--- src/rtl/control_unit_pipe_if.sv ---
// Bus between the pipelined control unit and its datapath/hazard logic.
// The slave modport is the control unit; the master modport drives it.
// Optional performance counters appear when PERF_COUNT_EN is defined.
interface control_unit_pipe_if;
    logic       enable;
    logic       startProcess;
    logic [6:0] opCode;
    logic       stall;
    logic       flush;

    logic       running;
    logic       endProcess;
    logic       error;
    logic       jump;
    logic       jumpReg;
    logic       branch;
    logic [1:0] aluSrc1;
    logic [1:0] aluSrc2;
    logic [1:0] aluOp;
    logic       memRead;
    logic       memWrite;
    logic       memtoReg;
    logic       regWrite;
`ifdef PERF_COUNT_EN
    logic [31:0] retired;
    logic [31:0] bubbles;
`endif

    modport slave (
        input  enable, startProcess, opCode, stall, flush,
`ifdef PERF_COUNT_EN
        output retired, bubbles,
`endif
        output running, endProcess, error, jump, jumpReg, branch,
        output aluSrc1, aluSrc2, aluOp, memRead, memWrite, memtoReg, regWrite
    );

    modport master (
        output enable, startProcess, opCode, stall, flush,
`ifdef PERF_COUNT_EN
        input  retired, bubbles,
`endif
        input  running, endProcess, error, jump, jumpReg, branch,
        input  aluSrc1, aluSrc2, aluOp, memRead, memWrite, memtoReg, regWrite
    );
endinterface

--- src/rtl/control_unit_pipe.sv ---
// Pipelined RISC-V control unit: combinational ID-stage decode, MEM/WB
// control delay lines, and the start/drain/done/error program FSM.
// Optional feature macro: PERF_COUNT_EN adds retired/bubbles counters.
// WB_DLY must be >= MEM_DLY and MEM_DLY must lie in 1..4.
module control_unit_pipe #(
    parameter int unsigned MEM_DLY    = 1,
    parameter int unsigned WB_DLY     = 2,
    parameter logic [6:0]  END_OPCODE = 7'b1110011
) (
    input  logic               clk,
    input  logic               rstN,
    control_unit_pipe_if.slave bus
);
    typedef enum logic [2:0] {
        S_IDLE, S_RUN, S_DRAIN, S_DONE, S_ERROR
    } state_t;

    typedef struct packed {
        logic       jump;
        logic       jump_reg;
        logic       branch;
        logic [1:0] src1;
        logic [1:0] src2;
        logic [1:0] alu_op;
        logic       mem_read;
        logic       mem_write;
        logic       mem_to_reg;
        logic       reg_write;
    } ctrl_t;

    localparam logic [6:0] OP_LTYPE = 7'b0000011;
    localparam logic [6:0] OP_ITYPE = 7'b0010011;
    localparam logic [6:0] OP_AUIPC = 7'b0010111;
    localparam logic [6:0] OP_STYPE = 7'b0100011;
    localparam logic [6:0] OP_RTYPE = 7'b0110011;
    localparam logic [6:0] OP_LUI   = 7'b0110111;
    localparam logic [6:0] OP_BTYPE = 7'b1100011;
    localparam logic [6:0] OP_JALR  = 7'b1100111;
    localparam logic [6:0] OP_JTYPE = 7'b1101111;

    localparam logic [1:0] SRC1_REG  = 2'b00;
    localparam logic [1:0] SRC1_PC   = 2'b01;
    localparam logic [1:0] SRC1_ZERO = 2'b10;
    localparam logic [1:0] SRC2_REG  = 2'b00;
    localparam logic [1:0] SRC2_IMM  = 2'b01;
    localparam logic [1:0] SRC2_FOUR = 2'b10;
    localparam logic [1:0] ALU_ADD    = 2'b00;
    localparam logic [1:0] ALU_BRANCH = 2'b01;
    localparam logic [1:0] ALU_RTYPE  = 2'b10;
    localparam logic [1:0] ALU_ITYPE  = 2'b11;

    localparam int unsigned CNT_W = $clog2(WB_DLY + 1);

    state_t           r_state;
    state_t           w_state_nxt;
    ctrl_t            w_dec;
    ctrl_t            w_id;
    logic             w_known;
    logic             w_is_end;
    logic             w_run;
    logic             w_issue;
    logic             w_start;
    logic [1:0]       w_mem_ld;
    logic [1:0]       w_wb_ld;
    logic [1:0]       r_mem_dly [MEM_DLY];
    logic [1:0]       r_wb_dly  [WB_DLY];
    logic [CNT_W-1:0] r_drain_cnt;

    assign w_run    = (r_state == S_RUN);
    assign w_is_end = (bus.opCode == END_OPCODE);
    // An instruction only leaves ID when it is neither squashed nor held.
    assign w_issue  = w_run & ~bus.flush & ~bus.stall;
    assign w_start  = bus.enable & bus.startProcess &
                      (r_state inside {S_IDLE, S_DONE, S_ERROR});

    // Opcode decode into the full control word.
    always_comb begin
        // NOTE: every always_comb output gets a default first so no path can infer a latch.
        w_dec   = '0;
        w_known = 1'b0;
        if (w_is_end) begin
            w_known = 1'b1;
        end else begin
            case (bus.opCode)
                OP_LTYPE: begin
                    w_known = 1'b1; w_dec.mem_read = 1'b1; w_dec.mem_to_reg = 1'b1;
                    w_dec.reg_write = 1'b1; w_dec.src1 = SRC1_REG; w_dec.src2 = SRC2_IMM;
                    w_dec.alu_op = ALU_ADD;
                end
                OP_ITYPE: begin
                    w_known = 1'b1; w_dec.reg_write = 1'b1; w_dec.src1 = SRC1_REG;
                    w_dec.src2 = SRC2_IMM; w_dec.alu_op = ALU_ITYPE;
                end
                OP_AUIPC: begin
                    w_known = 1'b1; w_dec.reg_write = 1'b1; w_dec.src1 = SRC1_PC;
                    w_dec.src2 = SRC2_IMM; w_dec.alu_op = ALU_ADD;
                end
                OP_STYPE: begin
                    w_known = 1'b1; w_dec.mem_write = 1'b1; w_dec.src1 = SRC1_REG;
                    w_dec.src2 = SRC2_IMM; w_dec.alu_op = ALU_ADD;
                end
                OP_RTYPE: begin
                    w_known = 1'b1; w_dec.reg_write = 1'b1; w_dec.src1 = SRC1_REG;
                    w_dec.src2 = SRC2_REG; w_dec.alu_op = ALU_RTYPE;
                end
                OP_LUI: begin
                    w_known = 1'b1; w_dec.reg_write = 1'b1; w_dec.src1 = SRC1_ZERO;
                    w_dec.src2 = SRC2_IMM; w_dec.alu_op = ALU_ADD;
                end
                OP_BTYPE: begin
                    w_known = 1'b1; w_dec.branch = 1'b1; w_dec.src1 = SRC1_REG;
                    w_dec.src2 = SRC2_REG; w_dec.alu_op = ALU_BRANCH;
                end
                OP_JALR: begin
                    w_known = 1'b1; w_dec.jump = 1'b1; w_dec.jump_reg = 1'b1;
                    w_dec.reg_write = 1'b1; w_dec.src1 = SRC1_PC; w_dec.src2 = SRC2_FOUR;
                    w_dec.alu_op = ALU_ADD;
                end
                OP_JTYPE: begin
                    w_known = 1'b1; w_dec.jump = 1'b1; w_dec.reg_write = 1'b1;
                    w_dec.src1 = SRC1_PC; w_dec.src2 = SRC2_FOUR; w_dec.alu_op = ALU_ADD;
                end
                default: ;
            endcase
        end
    end

    // ID controls are shown during a stall but vanish when squashed or not running.
    assign w_id     = (w_run & ~bus.flush) ? w_dec : '0;
    assign w_mem_ld = w_issue ? {w_dec.mem_read, w_dec.mem_write}  : 2'b00;
    assign w_wb_ld  = w_issue ? {w_dec.mem_to_reg, w_dec.reg_write} : 2'b00;

    // Program FSM next-state logic.
    always_comb begin
        w_state_nxt = r_state;
        case (r_state)
            S_IDLE, S_DONE, S_ERROR: begin
                if (bus.startProcess) w_state_nxt = S_RUN;
            end
            S_RUN: begin
                if (!bus.stall && !bus.flush) begin
                    if (w_is_end)      w_state_nxt = S_DRAIN;
                    else if (!w_known) w_state_nxt = S_ERROR;
                end
            end
            // The edge that takes the counter from 1 to 0 is the last drain cycle.
            S_DRAIN: begin
                if (r_drain_cnt <= CNT_W'(1)) w_state_nxt = S_DONE;
            end
            default: w_state_nxt = S_IDLE;
        endcase
    end

    // Program FSM state register, frozen while enable is low.
    always_ff @(posedge clk or negedge rstN) begin
        // NOTE: sequential state uses non-blocking assignments so all registers update together.
        if (!rstN)           r_state <= S_IDLE;
        else if (bus.enable) r_state <= w_state_nxt;
    end

    // Drain counter: loaded on entry to DRAIN, counts enabled cycles down.
    always_ff @(posedge clk or negedge rstN) begin
        if (!rstN) begin
            r_drain_cnt <= '0;
        end else if (bus.enable) begin
            if (w_run && w_state_nxt == S_DRAIN)
                r_drain_cnt <= CNT_W'(WB_DLY);
            else if (r_state == S_DRAIN && r_drain_cnt != '0)
                r_drain_cnt <= r_drain_cnt - CNT_W'(1);
        end
    end

    // MEM and WB control delay lines; a program start flushes anything in flight.
    always_ff @(posedge clk or negedge rstN) begin
        if (!rstN) begin
            // NOTE: these shift stages are control state, not bulk storage, so each one is reset.
            for (int i = 0; i < MEM_DLY; i++) r_mem_dly[i] <= '0;
            for (int i = 0; i < WB_DLY; i++)  r_wb_dly[i]  <= '0;
        end else if (bus.enable) begin
            if (w_start) begin
                for (int i = 0; i < MEM_DLY; i++) r_mem_dly[i] <= '0;
                for (int i = 0; i < WB_DLY; i++)  r_wb_dly[i]  <= '0;
            end else begin
                r_mem_dly[0] <= w_mem_ld;
                r_wb_dly[0]  <= w_wb_ld;
                for (int i = 1; i < MEM_DLY; i++) r_mem_dly[i] <= r_mem_dly[i-1];
                for (int i = 1; i < WB_DLY; i++)  r_wb_dly[i]  <= r_wb_dly[i-1];
            end
        end
    end

`ifdef PERF_COUNT_EN
    logic        w_retire;
    logic        w_bubble;
    logic [31:0] r_retired;
    logic [31:0] r_bubbles;

    assign w_retire = bus.enable & (r_wb_dly[WB_DLY-1] != 2'b00);
    assign w_bubble = bus.enable & w_run & (bus.stall | bus.flush);

    // Retired-instruction and forced-bubble counters, wrapping at 2^32.
    always_ff @(posedge clk or negedge rstN) begin
        if (!rstN) begin
            r_retired <= '0;
            r_bubbles <= '0;
        end else if (w_start) begin
            r_retired <= '0;
            r_bubbles <= '0;
        end else begin
            if (w_retire) r_retired <= r_retired + 32'd1;
            if (w_bubble) r_bubbles <= r_bubbles + 32'd1;
        end
    end

    assign bus.retired = r_retired;
    assign bus.bubbles = r_bubbles;
`endif

    assign bus.running    = w_run;
    assign bus.endProcess = (r_state == S_DONE);
    assign bus.error      = (r_state == S_ERROR);
    assign bus.jump       = w_id.jump;
    assign bus.jumpReg    = w_id.jump_reg;
    assign bus.branch     = w_id.branch;
    assign bus.aluSrc1    = w_id.src1;
    assign bus.aluSrc2    = w_id.src2;
    assign bus.aluOp      = w_id.alu_op;
    assign bus.memRead    = r_mem_dly[MEM_DLY-1][1];
    assign bus.memWrite   = r_mem_dly[MEM_DLY-1][0];
    assign bus.memtoReg   = r_wb_dly[WB_DLY-1][1];
    assign bus.regWrite   = r_wb_dly[WB_DLY-1][0];
endmodule

--- src/flat_wrapper.sv ---
// flat-port wrapper written by rule: the top's interface ports become plain ports
module control_unit_pipe_flat 
#(
    parameter int unsigned MEM_DLY    = 1,
    parameter int unsigned WB_DLY     = 2,
    parameter logic [6:0]  END_OPCODE = 7'b1110011
)
  (clk, rstN, bus_enable, bus_startProcess, bus_opCode, bus_stall, bus_flush, bus_running, bus_endProcess, bus_error, bus_jump, bus_jumpReg, bus_branch, bus_aluSrc1, bus_aluSrc2, bus_aluOp, bus_memRead, bus_memWrite, bus_memtoReg, bus_regWrite);
  control_unit_pipe_if bus_i ();
  input  logic clk;
  input  logic rstN;
  input wire logic [$bits(bus_i.enable)-1:0] bus_enable;
  input wire logic [$bits(bus_i.startProcess)-1:0] bus_startProcess;
  input wire logic [$bits(bus_i.opCode)-1:0] bus_opCode;
  input wire logic [$bits(bus_i.stall)-1:0] bus_stall;
  input wire logic [$bits(bus_i.flush)-1:0] bus_flush;
  output wire logic [$bits(bus_i.running)-1:0] bus_running;
  output wire logic [$bits(bus_i.endProcess)-1:0] bus_endProcess;
  output wire logic [$bits(bus_i.error)-1:0] bus_error;
  output wire logic [$bits(bus_i.jump)-1:0] bus_jump;
  output wire logic [$bits(bus_i.jumpReg)-1:0] bus_jumpReg;
  output wire logic [$bits(bus_i.branch)-1:0] bus_branch;
  output wire logic [$bits(bus_i.aluSrc1)-1:0] bus_aluSrc1;
  output wire logic [$bits(bus_i.aluSrc2)-1:0] bus_aluSrc2;
  output wire logic [$bits(bus_i.aluOp)-1:0] bus_aluOp;
  output wire logic [$bits(bus_i.memRead)-1:0] bus_memRead;
  output wire logic [$bits(bus_i.memWrite)-1:0] bus_memWrite;
  output wire logic [$bits(bus_i.memtoReg)-1:0] bus_memtoReg;
  output wire logic [$bits(bus_i.regWrite)-1:0] bus_regWrite;
  assign bus_i.enable = bus_enable;
  assign bus_i.startProcess = bus_startProcess;
  assign bus_i.opCode = bus_opCode;
  assign bus_i.stall = bus_stall;
  assign bus_i.flush = bus_flush;
  assign bus_running = bus_i.running;
  assign bus_endProcess = bus_i.endProcess;
  assign bus_error = bus_i.error;
  assign bus_jump = bus_i.jump;
  assign bus_jumpReg = bus_i.jumpReg;
  assign bus_branch = bus_i.branch;
  assign bus_aluSrc1 = bus_i.aluSrc1;
  assign bus_aluSrc2 = bus_i.aluSrc2;
  assign bus_aluOp = bus_i.aluOp;
  assign bus_memRead = bus_i.memRead;
  assign bus_memWrite = bus_i.memWrite;
  assign bus_memtoReg = bus_i.memtoReg;
  assign bus_regWrite = bus_i.regWrite;
  control_unit_pipe #(.MEM_DLY(MEM_DLY), .WB_DLY(WB_DLY), .END_OPCODE(END_OPCODE)) u_core (.clk(clk), .rstN(rstN), .bus(bus_i));
endmodule
--- config.mk ---
export PLATFORM = sky130hd
export DESIGN_NAME = control_unit_pipe_flat
export DESIGN_NICKNAME = d
export VERILOG_FILES = /design/src/rtl/control_unit_pipe_if.sv /design/src/rtl/control_unit_pipe.sv /design/src/flat_wrapper.sv
export SDC_FILE = /design/constraint.sdc
export NUM_CORES = 1
export LEC_CHECK = 0
export CAP_MARGIN = 10
export CORE_MARGIN = 2
export CORE_UTILIZATION = 40
export DETAILED_ROUTE_END_ITERATION = 16
export GPL_TIMING_DRIVEN = 0
export PLACE_DENSITY = 0.7
export SYNTH_ARGS = -nofsm -noshare
export SYNTH_HDL_FRONTEND = slang
export SYNTH_SLANG_ARGS = --single-unit
--- constraint.sdc ---
create_clock -name clk -period 3.8 [get_ports clk]
set_input_delay 0.76 -clock clk [delete_from_list [all_inputs] [get_ports clk]]
set_output_delay 0.76 -clock clk [all_outputs]
set_load 0.005 [all_outputs]
==> run metrics, run 1 <==
Design Area, Final 0.00112 sq mm; Final Util 0.583; CP Cell Sequence clkdlybuf4s50_1, nand4b_1, o21ai_0, o21bai_1, nor4b_1, clkdlybuf4s50_1; r2r setup slk 1.81 ns; placed cell count 148; fin nets 141; CTS root buffer clkbuf_4; clk_lat worst skew 0.26 ns; Synth Net Count 111; Post-Syn Instances 96; DRT antenna net count 0; initial antenna violation count 0; Pins Over Slew Limit 0; RSZ-0062 raised after global routing false; worst path arrival time 2.82 ns; antenna cells 0; Area Growth Syn to Fin 40.0%; worst vdd ir 0.172 mV; Final Skew 0.00337 ns; WHS Endpoint u_core.r_wb_dly[2]$_DFFE_PN0P_; Post-Layout Cell Count 152; maxcap violations 0; Post-synth EDFFs 0; top post-synthesis cells by area dfrtp_1 31%, inv_1 4.2%, nor2_1 4.2%, nor4_1 3.9%, o21ai_0 3.8%; post-route setup TNS 0 ns; H-Tree Depth 1; Starting Density 0.417; largest net degree at the start of global routing 11; synthesis-stage register bit count 10; Final Hold Viols 0; R2R Path End u_core.r_drain_cnt[0]$_DFFE_PN0P_; Buffers on Ports 25; total grt overflow 0; total clock sinks 10; minimum clock period 3.58 ns; cell taking the most area after synthesis dfrtp_1; Netlist cell types 40; Slowest cell on crit path clkdlybuf4s50_1; critical path depth in cells 6; CTS resizes 0; first-pass GRT wire length 3410 um; routed wire length 1960 um; io pins 29; number of global-route vias before repair 771; Worst Hold Path Cells 2; most frequent cells in the layout 25 x clkdlybuf4s50_1, 10 x dfrtp_1, 9 x inv_1, 9 x nor2_1, 6 x o21ai_0; HP Class flip-flop to flip-flop; relative slew slack 0.655; final number of setup-violating endpoints 0; top cell type's share of synthesized area 0.313; CP most frequent cell clkdlybuf4s50_1; crit path capture type output pin; DR iter-0 viols 17; full die area 0.00238 sq mm; # hold bufs at CTS 0; HP Start u_core.r_wb_dly[2]$_DFFE_PN0P_; Final WS setup 0.221 ns; DRC 0; CTS clk-pin slew, worst paths 0.06 ns; Ys Warns 0; worst slack, placed 0.237 ns; area of the core 0.00192 sq mm; Die Ht 48.7 um; clk buf depth 2; num rows 16; P per Cell Area 278 mW/mm^2; status finished, final reports clean; TritonRoute pass-1 iters 4; die width 48.7 um; Seq/Total Area, Yosys 0.313; FFs w/ async S/R, synth 1.00; vias per inst 5.44; Critical Path RT 3.04 ns; Post-Synthesis Cell Area 801 sq um; R2R depth 6; synthesized area per cell 8.34 sq um; Max Fclk 279 MHz; reg2reg start u_core.r_state[1]$_DFFE_PN0P_; CTS tree done; CP top delay family buffers and inverters; LEAKAGE 0.000431 uW; DR WL/cell 12.9 um; post-DP HPWL 1500 um; Crit Path Category primary input to output pin; TritonCTS Buffers 3; DP Area 0.00108 sq mm; vias 827; Placer Congestion 0.757; Post-CTS Setup Inserts 0; Post-synth top flop dfrtp_1; CP startpoint kind primary input; most common cell after layout, fill and taps aside clkdlybuf4s50_1; slowest cell delay on critical path 0.62 ns; worst-margin pin slew 0.510 ns; layout cell share with drive strength beyond 1 0.112; Max FO, Critical Path 8; All-Layer GR Usage 0.182; fin crit share 0.942; CP bufs+invs 2
==> state kept, by name (all words and copies together), names as in the netlist <==
register / count
u_core.r_state: 3
u_core.r_drain_cnt: 2
u_core.r_mem_dly: 2
u_core.bus.memtoReg: 1
u_core.bus.regWrite: 1
u_core.r_wb_dly: 1
==> stage by stage <==
stage	hold slack, ns	power, uW
finish	0.509	311
global route	0.531	328
CTS	0.511	314
detailed placement	0.496	217
global placement	0.483	216
floorplan	0.464	181
==> synth_stat cells (2+ instances only) <==
| cell | instances |
|---|---|
| a21oi_1 | 2 |
| a32oi_1 | 2 |
| buf_6 | 2 |
| clkbuf_1 | 4 |
| dfrtp_1 | 10 |
| ha_1 | 2 |
| inv_1 | 9 |
| nand2_1 | 5 |
| nand2b_1 | 3 |
| nand3_1 | 3 |
| nor2_1 | 9 |
| nor3_1 | 3 |
| nor4_1 | 5 |
| nor4b_1 | 2 |
| o21ai_0 | 6 |
| o21bai_1 | 2 |
| o22ai_1 | 2 |
| o22ai_2 | 2 |
| or2_2 | 2 |
==> per-layer routing <==
layer / global-route usage / part of all wire
met3: 0.0340 / 0.039
met2: 0.297 / 0.47
met4: 0.110 / 0.019
met5: 0 / 0
met1: 0.221 / 0.47
==> logic make-up after synthesis <==
logic type	Yosys count	share of synthesized area
compound gates	25	0.228
fa+ha+maj	2	0.0312
buf+inv	17	0.109
flops	10	0.313
simple gates	42	0.319
==> final cells by class <==
class | count | area, sq um
well taps | 27 | 33.8
fillers | 192 | 801
repair buffers | 25 | 250
inverters | 10 | 42.5
flip-flops and latches | 10 | 250
plain buffers | 7 | 45.0
multi-input cells | 69 | 463
clock buffers | 4 | 36.3
==> worst max-delay path by stage <==
| stage | start | to | slack [ns] |
|---|---|---|---|
| final | bus_opCode[6] | bus_aluOp[0] | 0.22 |
| after global routing | bus_opCode[6] | bus_aluOp[0] | 0.1 |
| after CTS | bus_opCode[6] | bus_aluOp[0] | 0.24 |
| after detailed placement | bus_opCode[6] | bus_aluOp[0] | 0.24 |
| after global placement | bus_opCode[3] | bus_aluOp[0] | 0.27 |
| after floorplan | bus_opCode[5] | bus_aluOp[0] | 1.22 |
==> power breakdown <==
part           internal (uW)  total (uW)  leakage (uW)  switching, uW
Clock                   58.2        95.5     0.0000210           37.3
Combinational           47.4         100      0.000279           53.0
Sequential               111         115      0.000131           4.10
Total                    217         311      0.000431           94.5
==> tightest hold or removal path, cell delays in order, from the launching register on <==
cell and delay [ns]:
dfrtp_1 0.32, inv_1 0.05, o21bai_1 0.11
Note: power is estimated with default switching activity, not from simulation.
==> inputs of run 2 (changes only) <==
- HOLD_SLACK_MARGIN: not set -> 0.1
- SKIP_CTS_REPAIR_TIMING: not set -> 1
- clock period: 3.8 -> 3.9 ns (I/O delays scaled with it)
==> results of run 2 <==
Same layout as run 1 (identical final DEF). Status: finished, final reports clean.
Among the figures that moved: setup slack after placement 0.237 ns -> 0.297 ns; setup slack after layout 0.221 ns -> 0.281 ns; register-to-register setup slack 1.81 ns -> 1.91 ns; total power 311 uW -> 303 uW; worst IR drop on VDD 0.172 mV -> 0.168 mV
==> inputs of run 3 (changes only) <==
- ABC_AREA: not set -> 1
- PLACE_DENSITY: 0.7 -> 0.69
==> run 3 against run 2 <==
Net effect: power rose by 35%; highest routed layer unchanged; largest cell class unchanged; clock power fell by 24%; critical endpoint is now bus_aluSrc1[1]; register-to-register slack improved by 0.65 ns; setup slack improved by 0.19 ns; critical path depth rose by 4; wire length rose by 1.3%; final area rose by 5.7%; clock skew rose by 0.012 ns.
==> run metrics, run 3 <==
Post-synth EDFFs 0; full die area 0.00251 sq mm; P per Cell Area 345 mW/mm^2; H-Tree Depth 1; DR iter-0 viols 33; DR WL/cell 10.3 um; CP Cell Sequence clkdlybuf4s50_1, nand2_1, nor2_1, nand2_1, nand2_1, inv_1, nand4_1, nand4_1, inv_1, clkdlybuf4s50_1; final number of setup-violating endpoints 0; post-synthesis mux area share 0; top cell type's share of synthesized area 0.295; HP Class flip-flop to flip-flop; synthesized area per cell 6.24 sq um; antenna cells 0; Netlist cell types 21; Top reg by flops u_core.r_state; r2r setup slk 2.56 ns; Post-synth top flop dfrtp_1; All-Layer GR Usage 0.181; most frequent cells in the layout 35 x nand2_1, 28 x clkdlybuf4s50_1, 23 x inv_1, 22 x nor2_1, 12 x nand3_1; worst-margin pin slew 0.472 ns; area of the core 0.00198 sq mm; vias per inst 4.75; synthesis-stage register bit count 10; fillcell total 192; status finished, final reports clean; Buffers on Ports 28; worst path arrival time 2.64 ns; number of global-route vias before repair 862; Final Hold Viols 0; crit path capture type output pin; post-synthesis adder-cell area fraction 0.0295; Final Util 0.598; placed cell count 191; CP bufs+invs 4; Starting Density 0.428; fin nets 184; CP most frequent cell nand2_1; Max FO, Critical Path 5; RSZ-0062 raised after global routing false; most common cell after layout, fill and taps aside nand2_1; Post-Syn Instances 136; total power 408 uW; Slowest cell on crit path clkdlybuf4s50_1; FFs w/ async S/R, synth 1.00; Crit Path Category primary input to output pin; Synth Net Count 151; layout cell share with drive strength beyond 1 0.102; TritonCTS Buffers 3; first-pass GRT wire length 3560 um; slowest cell delay on critical path 0.55 ns; cell taking the most area after synthesis dfrtp_1; Largest register FFs 3; Post-Synthesis Cell Area 848 sq um; Critical Path RT 3.12 ns; maxcap violations 0; fin crit share 0.878; reg2reg start u_core.r_state[2]$_DFFE_PN0P_; CTS tree done; end point of the critical path bus_aluSrc1[1]; post-route setup TNS 0 ns; Post-Synth XOR/XNOR Area 0; CTS clk-pin slew, worst paths 0.06 ns; TritonRoute pass-1 iters 4; largest registers u_core.r_state (3), u_core.r_drain_cnt (2), u_core.r_mem_dly (2); Area Growth Syn to Fin 39.7%; total grt overflow 0; post-DP HPWL 1610 um; Post-Layout Cell Count 194; CP startpoint kind primary input; total clock sinks 10; die width 50.1 um; vias 922; DRT antenna net count 0; Pins Over Slew Limit 0; Ys Warns 0; clk_lat worst skew 0.27 ns; R2R Path End u_core.bus.memtoReg$_DFFE_PN0P_; initial antenna violation count 0; Die Ht 50.1 um; clk buf depth 2; largest net degree at the start of global routing 11; Synth Area in Compound Gates 0.0811; Final Skew 0.0158 ns; DRC 0; CTS root buffer clkbuf_4; num rows 16; Worst Setup SP bus_opCode[5]; R2R depth 6; largest family of logic cells by synthesized area simple AND/OR/NAND/NOR gates; worst vdd ir 0.307 mV; Placer Congestion 0.862; routed wire length 1990 um; Seq/Total Area, Yosys 0.295; relative slew slack 0.684; Simple-Gate Fraction of Synth Area 0.471; CP top delay family buffers and inverters; Commonest cells post-synth 35 x nand2_1, 23 x inv_1, 22 x nor2_1; critical path depth in cells 10; io pins 29; top post-synthesis cells by area dfrtp_1 29%, nand2_1 15%, inv_1 10%, nor2_1 9.7%, nand3_1 7.1%; LEAKAGE 0.000594 uW; most common cell in the netlist nand2_1; Max Fclk 292 MHz; minimum clock period 3.42 ns
run 3: cell count changes in the layout (fill, tap and decap cells not counted), moves of 3 or more:
| cell | before | now |
|---|---|---|
| clkbuf_1 | 4 | 1 |
| clkdlybuf4s50_1 | 25 | 28 |
| nand3_1 | 3 | 12 |
| nor2_1 | 9 | 22 |
| nand4_1 | 0 | 5 |
| nand2b_1 | 3 | 0 |
| nand2_1 | 5 | 35 |
| nor2_2 | 0 | 3 |
| nor4_1 | 5 | 0 |
| inv_2 | 0 | 4 |
| inv_1 | 9 | 23 |
run 3: final cells by class:
class,instances,area [sq um],share of cell area
timing repair buffer,28,280,0.237
sequential,10,250,0.211
inverter,27,101,0.0855
clock buffer,3,22.5,0.0190
multi-input combinational,98,493,0.416
tap,27,33.8,0.0285
buffer,1,3.75,0.00317
run 3: cells by family after synthesis:
family / count (synthesis)
buffers and inverters: 28
and+or+nand+nor: 85
AOI/OAI and AO/OA: 11
adders and majority gates: 2
DFF: 10
run 3: where the power goes:
part           leakage [uW]  switching [uW]  internal, uW
Clock             0.0000138            35.3          35.5
Combinational      0.000449             113          80.1
Sequential         0.000132            20.6           124
Total              0.000594             169           240
run 3: worst min-delay path by stage:
| stage | startpoint | to | slack, ns | cells after the start |
|---|---|---|---|---|
| floorplan | u_core.r_drain_cnt[1]$_DFFE_PN0P_ | u_core.r_drain_cnt[1]$_DFFE_PN0P_ | 0.44 | 2 |
| global placement | u_core.r_drain_cnt[1]$_DFFE_PN0P_ | u_core.r_drain_cnt[1]$_DFFE_PN0P_ | 0.46 | 2 |
| detailed placement | u_core.r_drain_cnt[1]$_DFFE_PN0P_ | u_core.r_drain_cnt[1]$_DFFE_PN0P_ | 0.46 | 2 |
| CTS | u_core.r_drain_cnt[1]$_DFFE_PN0P_ | u_core.r_drain_cnt[1]$_DFFE_PN0P_ | 0.48 | 2 |
| global route | u_core.bus.memtoReg$_DFFE_PN0P_ | u_core.bus.memtoReg$_DFFE_PN0P_ | 0.52 | 2 |
| finish | u_core.bus.regWrite$_DFFE_PN0P_ | u_core.bus.regWrite$_DFFE_PN0P_ | 0.48 | 2 |
run 3: worst register-to-register path, delay by kind of cell (launching register included):
family | cells | cell delay, ns
compound gates | 2 | 0.29
flops | 1 | 0.45
buf+inv | 1 | 0.07
simple gates | 3 | 0.40
run 3: metrics by stage:
| stage | setup slack, ns | hold WS, ns | instance area [sq um] |
|---|---|---|---|
| detailed placement | 0.469 | 0.460 | 1160 |
| CTS | 0.471 | 0.477 | 1180 |
| floorplan | 1.60 | 0.442 | 848 |
| global placement | 0.499 | 0.460 | 1160 |
| finish | 0.475 | 0.477 | 1180 |
| global route | 0.281 | 0.518 | 1180 |
run 3: layer usage:
layer / global-route usage / part of all wire / up-vias
met5: 0 / 0 / -
met4: 0.0833 / 0.012 / 0
met3: 0.0333 / 0.065 / 4
met2: 0.287 / 0.44 / 33
met1: 0.235 / 0.49 / 390
li1: - / - / 495
